File: config.mk
export PLATFORM = sky130hd
export DESIGN_NAME = multicycle_alu
export DESIGN_NICKNAME = d
export VERILOG_FILES = /design/src/rtl/multicycle_alu.sv
export SDC_FILE = /design/constraint.sdc
export NUM_CORES = 1
export LEC_CHECK = 0
export CAP_MARGIN = 25
export CORE_AREA = 2 2 106 108
export DETAILED_ROUTE_END_ITERATION = 16
export DIE_AREA = 0 0 108 110
export HOLD_SLACK_MARGIN = 0.02
export PLACE_DENSITY = 0.6
export SYNTH_ARGS = -nofsm -noshare
export SYNTH_HDL_FRONTEND = slang
export SYNTH_SLANG_ARGS = --single-unit
File: constraint.sdc
create_clock -name clk -period 3.7 [get_ports clk]
set_input_delay 1.11 -clock clk [delete_from_list [all_inputs] [get_ports clk]]
set_output_delay 1.11 -clock clk [all_outputs]
set_load 0.005 [all_outputs]
File: src/rtl/multicycle_alu.sv
// multicycle_alu
//   Iterative ALU for a processing core. An op and two operands are taken on a
//   start handshake. Single-cycle ops finish at the accepting edge. MUL (and DIV
//   when ALU_DIV_EN is defined) iterate WIDTH cycles. The result sits in aluOut.
//   done/zWrEn pulse for one cycle and drive the downstream zero-flag register.
//
//   Handshake: start is sampled only on a rising edge where the FSM is in IDLE
//   or FIN (busy==0). A start seen while busy==1 is dropped and not queued.
//   aluOut changes only on the edge that raises done.
//
//   Optional feature macro: ALU_DIV_EN. When it is defined, op 111 is an
//   unsigned restoring divide that returns the quotient only. When it is not
//   defined, op 111 is a single-cycle PASS A.
//
// Ports
//   clk        rising-edge clock
//   rst        synchronous active-high reset
//   start      op request, sampled when busy==0
//   op[2:0]    000 PASS A, 001 ADD, 010 SUB, 011 MUL, 100 INC A, 101 AND,
//              110 OR, 111 DIV or PASS A
//   aIn, bIn   operands A and B
//   busy       high while the FSM is iterating
//   done       one-cycle pulse after aluOut has been updated
//   zWrEn      copy of done, drives the zero-flag register write enable
//   aluOut     result register
//   dbg_state  current FSM state (0 IDLE, 1 ITER, 2 FIN)
module multicycle_alu #(
  parameter int WIDTH = 12
) (
  input  logic             clk,
  input  logic             rst,
  input  logic             start,
  input  logic [2:0]       op,
  input  logic [WIDTH-1:0] aIn,
  input  logic [WIDTH-1:0] bIn,
  output logic             busy,
  output logic             done,
  output logic             zWrEn,
  output logic [WIDTH-1:0] aluOut,
  output logic [1:0]       dbg_state
);

  localparam int CW = (WIDTH > 1) ? $clog2(WIDTH) : 1;

  localparam logic [2:0] OP_PASS = 3'b000;
  localparam logic [2:0] OP_ADD  = 3'b001;
  localparam logic [2:0] OP_SUB  = 3'b010;
  localparam logic [2:0] OP_MUL  = 3'b011;
  localparam logic [2:0] OP_INC  = 3'b100;
  localparam logic [2:0] OP_AND  = 3'b101;
  localparam logic [2:0] OP_OR   = 3'b110;
  localparam logic [2:0] OP_DIV  = 3'b111;

  typedef enum logic [1:0] {
    IDLE = 2'd0,
    ITER = 2'd1,
    FIN  = 2'd2
  } state_t;

  state_t           r_state;
  logic [CW-1:0]    r_cnt;
  logic             r_busy;
  logic             r_done;
  logic             r_zwr;
  logic [WIDTH-1:0] r_out;
  // Working registers, shared by the two iterative ops:
  //   MUL: r_acc = partial product, r_a = shifted multiplicand, r_b = shifted multiplier
  //   DIV: r_acc = remainder, r_a = dividend shifting out / quotient shifting in, r_b = divisor
  logic [WIDTH-1:0] r_acc;
  logic [WIDTH-1:0] r_a;
  logic [WIDTH-1:0] r_b;
`ifdef ALU_DIV_EN
  logic             r_div;
  logic [WIDTH:0]   w_rem_sh;
`endif

  logic             w_is_iter;
  logic [WIDTH-1:0] w_single;
  logic [WIDTH-1:0] w_acc_nx;
  logic [WIDTH-1:0] w_a_nx;
  logic [WIDTH-1:0] w_b_nx;
  logic [WIDTH-1:0] w_iter_res;

`ifdef ALU_DIV_EN
  assign w_is_iter = (op == OP_MUL) || (op == OP_DIV);
`else
  assign w_is_iter = (op == OP_MUL);
`endif

  // Result for single-cycle ops, taken straight from the operands at the accepting edge.
  always_comb begin
    w_single = aIn;
    case (op)
      OP_PASS: w_single = aIn;
      OP_ADD:  w_single = aIn + bIn;
      OP_SUB:  w_single = aIn - bIn;
      OP_INC:  w_single = aIn + WIDTH'(1);
      OP_AND:  w_single = aIn & bIn;
      OP_OR:   w_single = aIn | bIn;
      default: w_single = aIn;
    endcase
  end

  // One iteration step of the multiply or the divide.
  always_comb begin
    w_acc_nx   = r_acc;
    w_a_nx     = r_a;
    w_b_nx     = r_b;
`ifdef ALU_DIV_EN
    w_rem_sh   = {r_acc, r_a[WIDTH-1]};
    if (r_div) begin
      // Restoring step. With a zero divisor the subtract always succeeds,
      // so the quotient comes out as all ones.
      if (w_rem_sh >= {1'b0, r_b}) begin
        w_acc_nx = w_rem_sh[WIDTH-1:0] - r_b;
        w_a_nx   = {r_a[WIDTH-2:0], 1'b1};
      end else begin
        w_acc_nx = w_rem_sh[WIDTH-1:0];
        w_a_nx   = {r_a[WIDTH-2:0], 1'b0};
      end
      w_iter_res = w_a_nx;
    end else
`endif
    begin
      // Shift-add with the LSB of B first.
      if (r_b[0]) w_acc_nx = r_acc + r_a;
      w_a_nx     = r_a << 1;
      w_b_nx     = r_b >> 1;
      w_iter_res = w_acc_nx;
    end
  end

  always_ff @(posedge clk) begin
    if (rst) begin
      r_state <= IDLE;
      r_cnt   <= '0;
      r_busy  <= 1'b0;
      r_done  <= 1'b0;
      r_zwr   <= 1'b0;
      r_out   <= '0;
      r_acc   <= '0;
      r_a     <= '0;
      r_b     <= '0;
`ifdef ALU_DIV_EN
      r_div   <= 1'b0;
`endif
    end else begin
      r_done <= 1'b0;
      r_zwr  <= 1'b0;
      case (r_state)
        IDLE, FIN: begin
          // FIN accepts start as well, so ops can run back to back.
          if (start) begin
            if (w_is_iter) begin
              r_state <= ITER;
              r_cnt   <= '0;
              r_busy  <= 1'b1;
              r_acc   <= '0;
              r_a     <= aIn;
              r_b     <= bIn;
`ifdef ALU_DIV_EN
              r_div   <= (op == OP_DIV);
`endif
            end else begin
              r_state <= FIN;
              r_out   <= w_single;
              r_done  <= 1'b1;
              r_zwr   <= 1'b1;
            end
          end else begin
            r_state <= IDLE;
          end
        end
        ITER: begin
          r_acc <= w_acc_nx;
          r_a   <= w_a_nx;
          r_b   <= w_b_nx;
          r_cnt <= r_cnt + CW'(1);
          if (r_cnt == CW'(WIDTH - 1)) begin
            r_state <= FIN;
            r_busy  <= 1'b0;
            r_out   <= w_iter_res;
            r_done  <= 1'b1;
            r_zwr   <= 1'b1;
          end
        end
        default: r_state <= IDLE;
      endcase
    end
  end

  assign busy      = r_busy;
  assign done      = r_done;
  assign zWrEn     = r_zwr;
  assign aluOut    = r_out;
  assign dbg_state = r_state;

endmodule

Word level (Yosys, flattened, before mapping)
Index checks and enable logic that the tools add are counted.
{"block": "classes", "n_eq_ne": 13, "n_addsub": 5, "n_bitwise": 2, "muxes": 30, "reduce_logical": 6}
{"op": "$mux 12", "n": 10}
{"op": "$pmux 12 s2", "n": 4}
{"op": "$pmux 12 s5", "n": 1}
{"op": "$add 12x12->12", "n": 2}
{"op": "$add 12x1->12 const B", "n": 1}
{"op": "$and 12x12->12", "n": 1}
{"op": "$or 12x12->12", "n": 1}
{"op": "$sub 12x12->12", "n": 1}
{"op": "$eq 3x3->1 const B", "n": 3}
{"op": "$mux 4", "n": 2}
{"op": "$ne 2x2->1 const B", "n": 4}
{"op": "$pmux 4 s2", "n": 1}
{"op": "$reduce_and 4->1", "n": 2}
{"op": "$eq 3x2->1 const B", "n": 2}
{"op": "$mux 1", "n": 6}
{"op": "$mux 2", "n": 3}
{"op": "$add 4x1->4 const B", "n": 1}
{"op": "$eq 4x4->1 const B", "n": 1}
{"op": "$pmux 1 s2", "n": 2}
{"op": "$pmux 2 s2", "n": 1}
{"op": "$eq 3x1->1 const B", "n": 1}
{"op": "$reduce_and 3->1", "n": 1}
{"op": "$eq 2x1->1 const B", "n": 1}
{"op": "$eq 2x2->1 const B", "n": 1}
{"op": "other kinds (3)", "n": 3}
{"block": "word_totals", "register_bits": 56, "inputBits": 30}

Depth between registers and ports, before layout
{"block": "depth", "ltp_word": 5, "mapped_depth": 14, "ltp_nobuf": 14}

Worst setup path before layout
OpenSTA, ideal clock, no wires.
{"block": "synth_timing", "path_kind": "input to register", "startpoint": "input port op[1]", "endpoint": "register r_out[11], in the netlist aluOut[11]", "arrival_time_ns": 3.768, "stages": 13, "setup_ns": 0.133, "setup_slack_ns": -0.201, "cell_sequence": "buf_2 clkbuf_1 nand2_1 or3_1 a21oi_1 ha_1 and3_1 a221oi_2 o211ai_1 o211ai_1 and2b_1 a2111oi_2 o31ai_1"}
{"block": "synth_via", "elab_chain_cells": 5, "elab_cells_between_ends": 12}
{"item": "from (decl)", "line_no": "33", "text": "input logic [2:0] op,"}
{"item": "$eq 3x3->1, or another cell as far along", "line_no": "93", "text": "case (op)"}
{"item": "$pmux 12 s5", "line_no": "93"}
{"item": "$mux 12", "line_no": "154", "text": "if (w_is_iter) begin"}
{"item": "$mux 12", "line_no": "153", "text": "if (start) begin"}
{"item": "$pmux 12 s2", "line_no": "150", "text": "case (r_state)"}
{"item": "to (signal assigned)", "line_no": "166", "text": "r_out <= w_single;"}
{"item": "to (signal assigned)", "line_no": "182", "text": "r_out <= w_iter_res;"}
{"item": "to (decl)", "line_no": "65", "text": "logic [WIDTH-1:0] r_out;"}
Parallel ways exist; a longest one is shown, timed or not. The select of a mux whose other input is x is not followed.
A chain may end at the register's enable or synchronous reset.

Worst setup path in the final report
{"block": "layout_timing", "startpoint": "input port bIn[2]", "endpoint": "register r_out[11], in the netlist aluOut[11]"}
{"block": "layout_via", "elab_chain_cells": 5, "elab_cells_between_ends": 6}
{"item": "from (decl)", "line_no": "35", "text": "input logic [WIDTH-1:0] bIn,"}
{"item": "$sub 12x12->12 / $add 12x12->12 (equally long branches)", "line_no": "96, 95"}
{"item": "$pmux 12 s5 *", "line_no": "93"}
{"item": "$mux 12 *", "line_no": "154"}
{"item": "$mux 12 *", "line_no": "153"}
{"item": "$pmux 12 s2 *", "line_no": "150"}
Mark *: on every way between the ends. The rest lies on a longest branch, timed or not. The select of a mux whose other input is x is not followed.

==> impl_metrics.ini <==
[status]
outcome = finished, final reports clean

[worst_hold_path]
hp-start = r_b[11]
min_path_cells = 2
hp-class = reg -> reg
holdPathEnd = r_b[11]

[detailed_routing]
firstDrtPassIters = 5
vias = 4535
drc = 0
wirelength_mm = 13.5
via_per_inst = 5.61
wl_per_cell_um = 16.7
ant_nets = 0
drt_iter0_drc = 225

[power_and_ir_drop]
power_density_mw_per_mm2 = 282
p_leak_nw = 2.32
ir_drop_mv = 0.169
fin_total_pwr_mw = 1.56

[synthesis]
yosys_warnings = 0
syn_area_mm2 = 0.00418
yosysTopAreaCell = dfxtp_1
syn_area_per_cell_um2 = 7.46
ys_ff_latch = 56
yosys_most_used_dff = dfxtp_1
synth_cell_types = 57
yosysSeqAreaShare_pct = 26.9
synth_edf_count = 0
yosys-top-cells-area = dfxtp_1, nor2_1, ha_1
async_reset_ff_share_pct = 0
netlist.area_leader.share_pct = 26.9
synthCells = 560
syn-num-nets = 617

[critical_path]
timing.rr.end = aluOut[10]
critical_path_class = in -> reg
r2r_start = r_a[0]
worstPathArrival_ns = 3.71
worstSetupEndpointType = register
regToRegSetupSlack_ns = 1.21
r2r_cells = 9
cp-start-kind = input port
cp_max_fo = 5
cp.required_ns = 3.90

[clock_network]
ctsHtreeMaxLevel = 2
cts_tree = built
clock_path_buffers = 2
clkLatencyLatePin_ns = 0.33
numCtsBuffers = 5
cts.clk_slew.worst_paths_ns = 0.10
cts-root-buf = clkbuf_8
cts.sinks = 56

[floorplanning]
die_w_um = 108
core-area_mm2 = 0.0107
initial_core_util_pct = 39.0
pin_count = 47
rows = 38
die-area_mm2 = 0.0119
die_h_um = 110

[timing]
clock_skew_ns = 0.00958
fin_crit_sh_pct = 94.9
finalMaxSlewViolations = 0
rsz0062_at_grt = no
hold_viol_final = 0
fin_crit_ns = 3.51
final.setup.worst_slack_ns = 0.188
worst_slew_pin_slew_ns = 0.780
setup_viol = 0
maxSlewHeadroom_pct = 47.8
fmax_mhz = 285
fin_tns_setup_ns = 0

[placement]
gp_congestion = 0.942
dpl.hpwl_mm = 10.2
numPortBuffers = 46
post-place-ws_ns = -0.620

[global_route]
overflow = 0
first_global_vias = 4384
grt_max_degree = 58
grt_pass1_wl_mm = 21.9
antenna_found_initial = 0
grt_use_total_pct = 23.4

[flow_run]
drv_cap = 0

[final_layout]
layout.nets = 725
fin_util_pct = 51.8
area_delta_synth_final_pct = 32.7
antennaDiodeCount = 0
final_cell_mix = nor2_1, buf_4, nand2_1, dfxtp_1, a21oi_1
drive_gt1_share_pct = 20.9
[worst max-delay path, stage by stage]
cell,delay (ns)
clkbuf_2,0.18
nor2_2,0.09
buf_6,0.13
buf_4,0.13
a21oi_4,0.15
xnor2_1,0.13
nor2_1,0.06
ha_1,0.29
and3_1,0.18
a221oi_2,0.24
buf_4,0.18
o211ai_1,0.10
o211ai_1,0.13
and2b_1,0.22
a2111oi_2,0.29
o31ai_1,0.11
[power by group]
group / leakage, nW / total, mW / internal (mW) / switching, mW
Sequential: 0.456 / 0.653 / 0.633 / 0.0196
Clock: 0.0445 / 0.367 / 0.135 / 0.232
Combinational: 1.82 / 0.544 / 0.270 / 0.274
[synth_stat cells, types with 8 or more instances]
cell,count
inv_1,12
clkbuf_1,28
nor3_1,15
a211oi_1,8
nor2b_1,9
dfxtp_1,56
ha_1,25
nor4_1,8
a311oi_1,19
nand2_1,58
nor2_1,89
o21ai_0,31
a21o_1,9
nand3_1,8
a21oi_1,46
xor2_1,14
xnor2_1,14
[logic make-up after synthesis]
group	synth area share [%]
AO/OA/AOI/OAI	27.8
XOR/XNOR	5.87
adder cells (fa/ha/maj)	8.45
buffers and inverters	4.52
flip-flops	26.9
multiplexers	3.03
AND/OR/NAND/NOR	23.4
[metal layers]
layer  up-vias  wire, µm  GRT usage [%]
met3        24       579           3.35
met2       110      6150           39.0
li1       2265         -              -
met1      2136      6460           31.8
met5         -         0              0
met4         0       320           6.68
[registers in the layout, indices dropped and copies added, names as in the netlist]
name and cells:
r_cnt 4, busy 1, aluOut 12, r_b 12, r_acc 12, dbg_state 2
r_a 12, zWrEn 1
[worst max path at each step]
stage            from         end  cells after the start
2_1_floorplan   op[1]  aluOut[11]                     12
3_3_place_gp   bIn[0]  aluOut[11]                     14
3_5_place_dp   bIn[0]  aluOut[11]                     14
4_1_cts        bIn[3]   aluOut[5]                     16
5_1_grt        bIn[3]  aluOut[11]                     14
6_report       bIn[2]  aluOut[11]                     16
[stage by stage]
stage	std cells	hold WS [ns]	instance area (µm²)
finish	809	0.485	5540
global route	809	0.502	5540
CTS	804	0.488	5460
detailed placement	796	0.473	5310
floorplan	560	0.448	4190
global placement	796	0.457	5310
[repair_timing]
action / CTS / global route
setup endpoints to repair: 9 / 9
pin swaps: 7 / 20
resized for setup: 23 / 32
hold buffers: 0 / 0
buffers inserted: 0 / 5
[final cells by class]
class | count | area, µm²
clock buffers | 5 | 68.8
clock inverters | 3 | 21.3
multi-input cells | 456 | 2990
well taps | 140 | 175
flip-flops and latches | 56 | 1120
repair buffers | 136 | 1110
fillers | 1079 | 5160
inverters | 13 | 48.8
No activity file was read; power rests on OpenSTA's default activity.
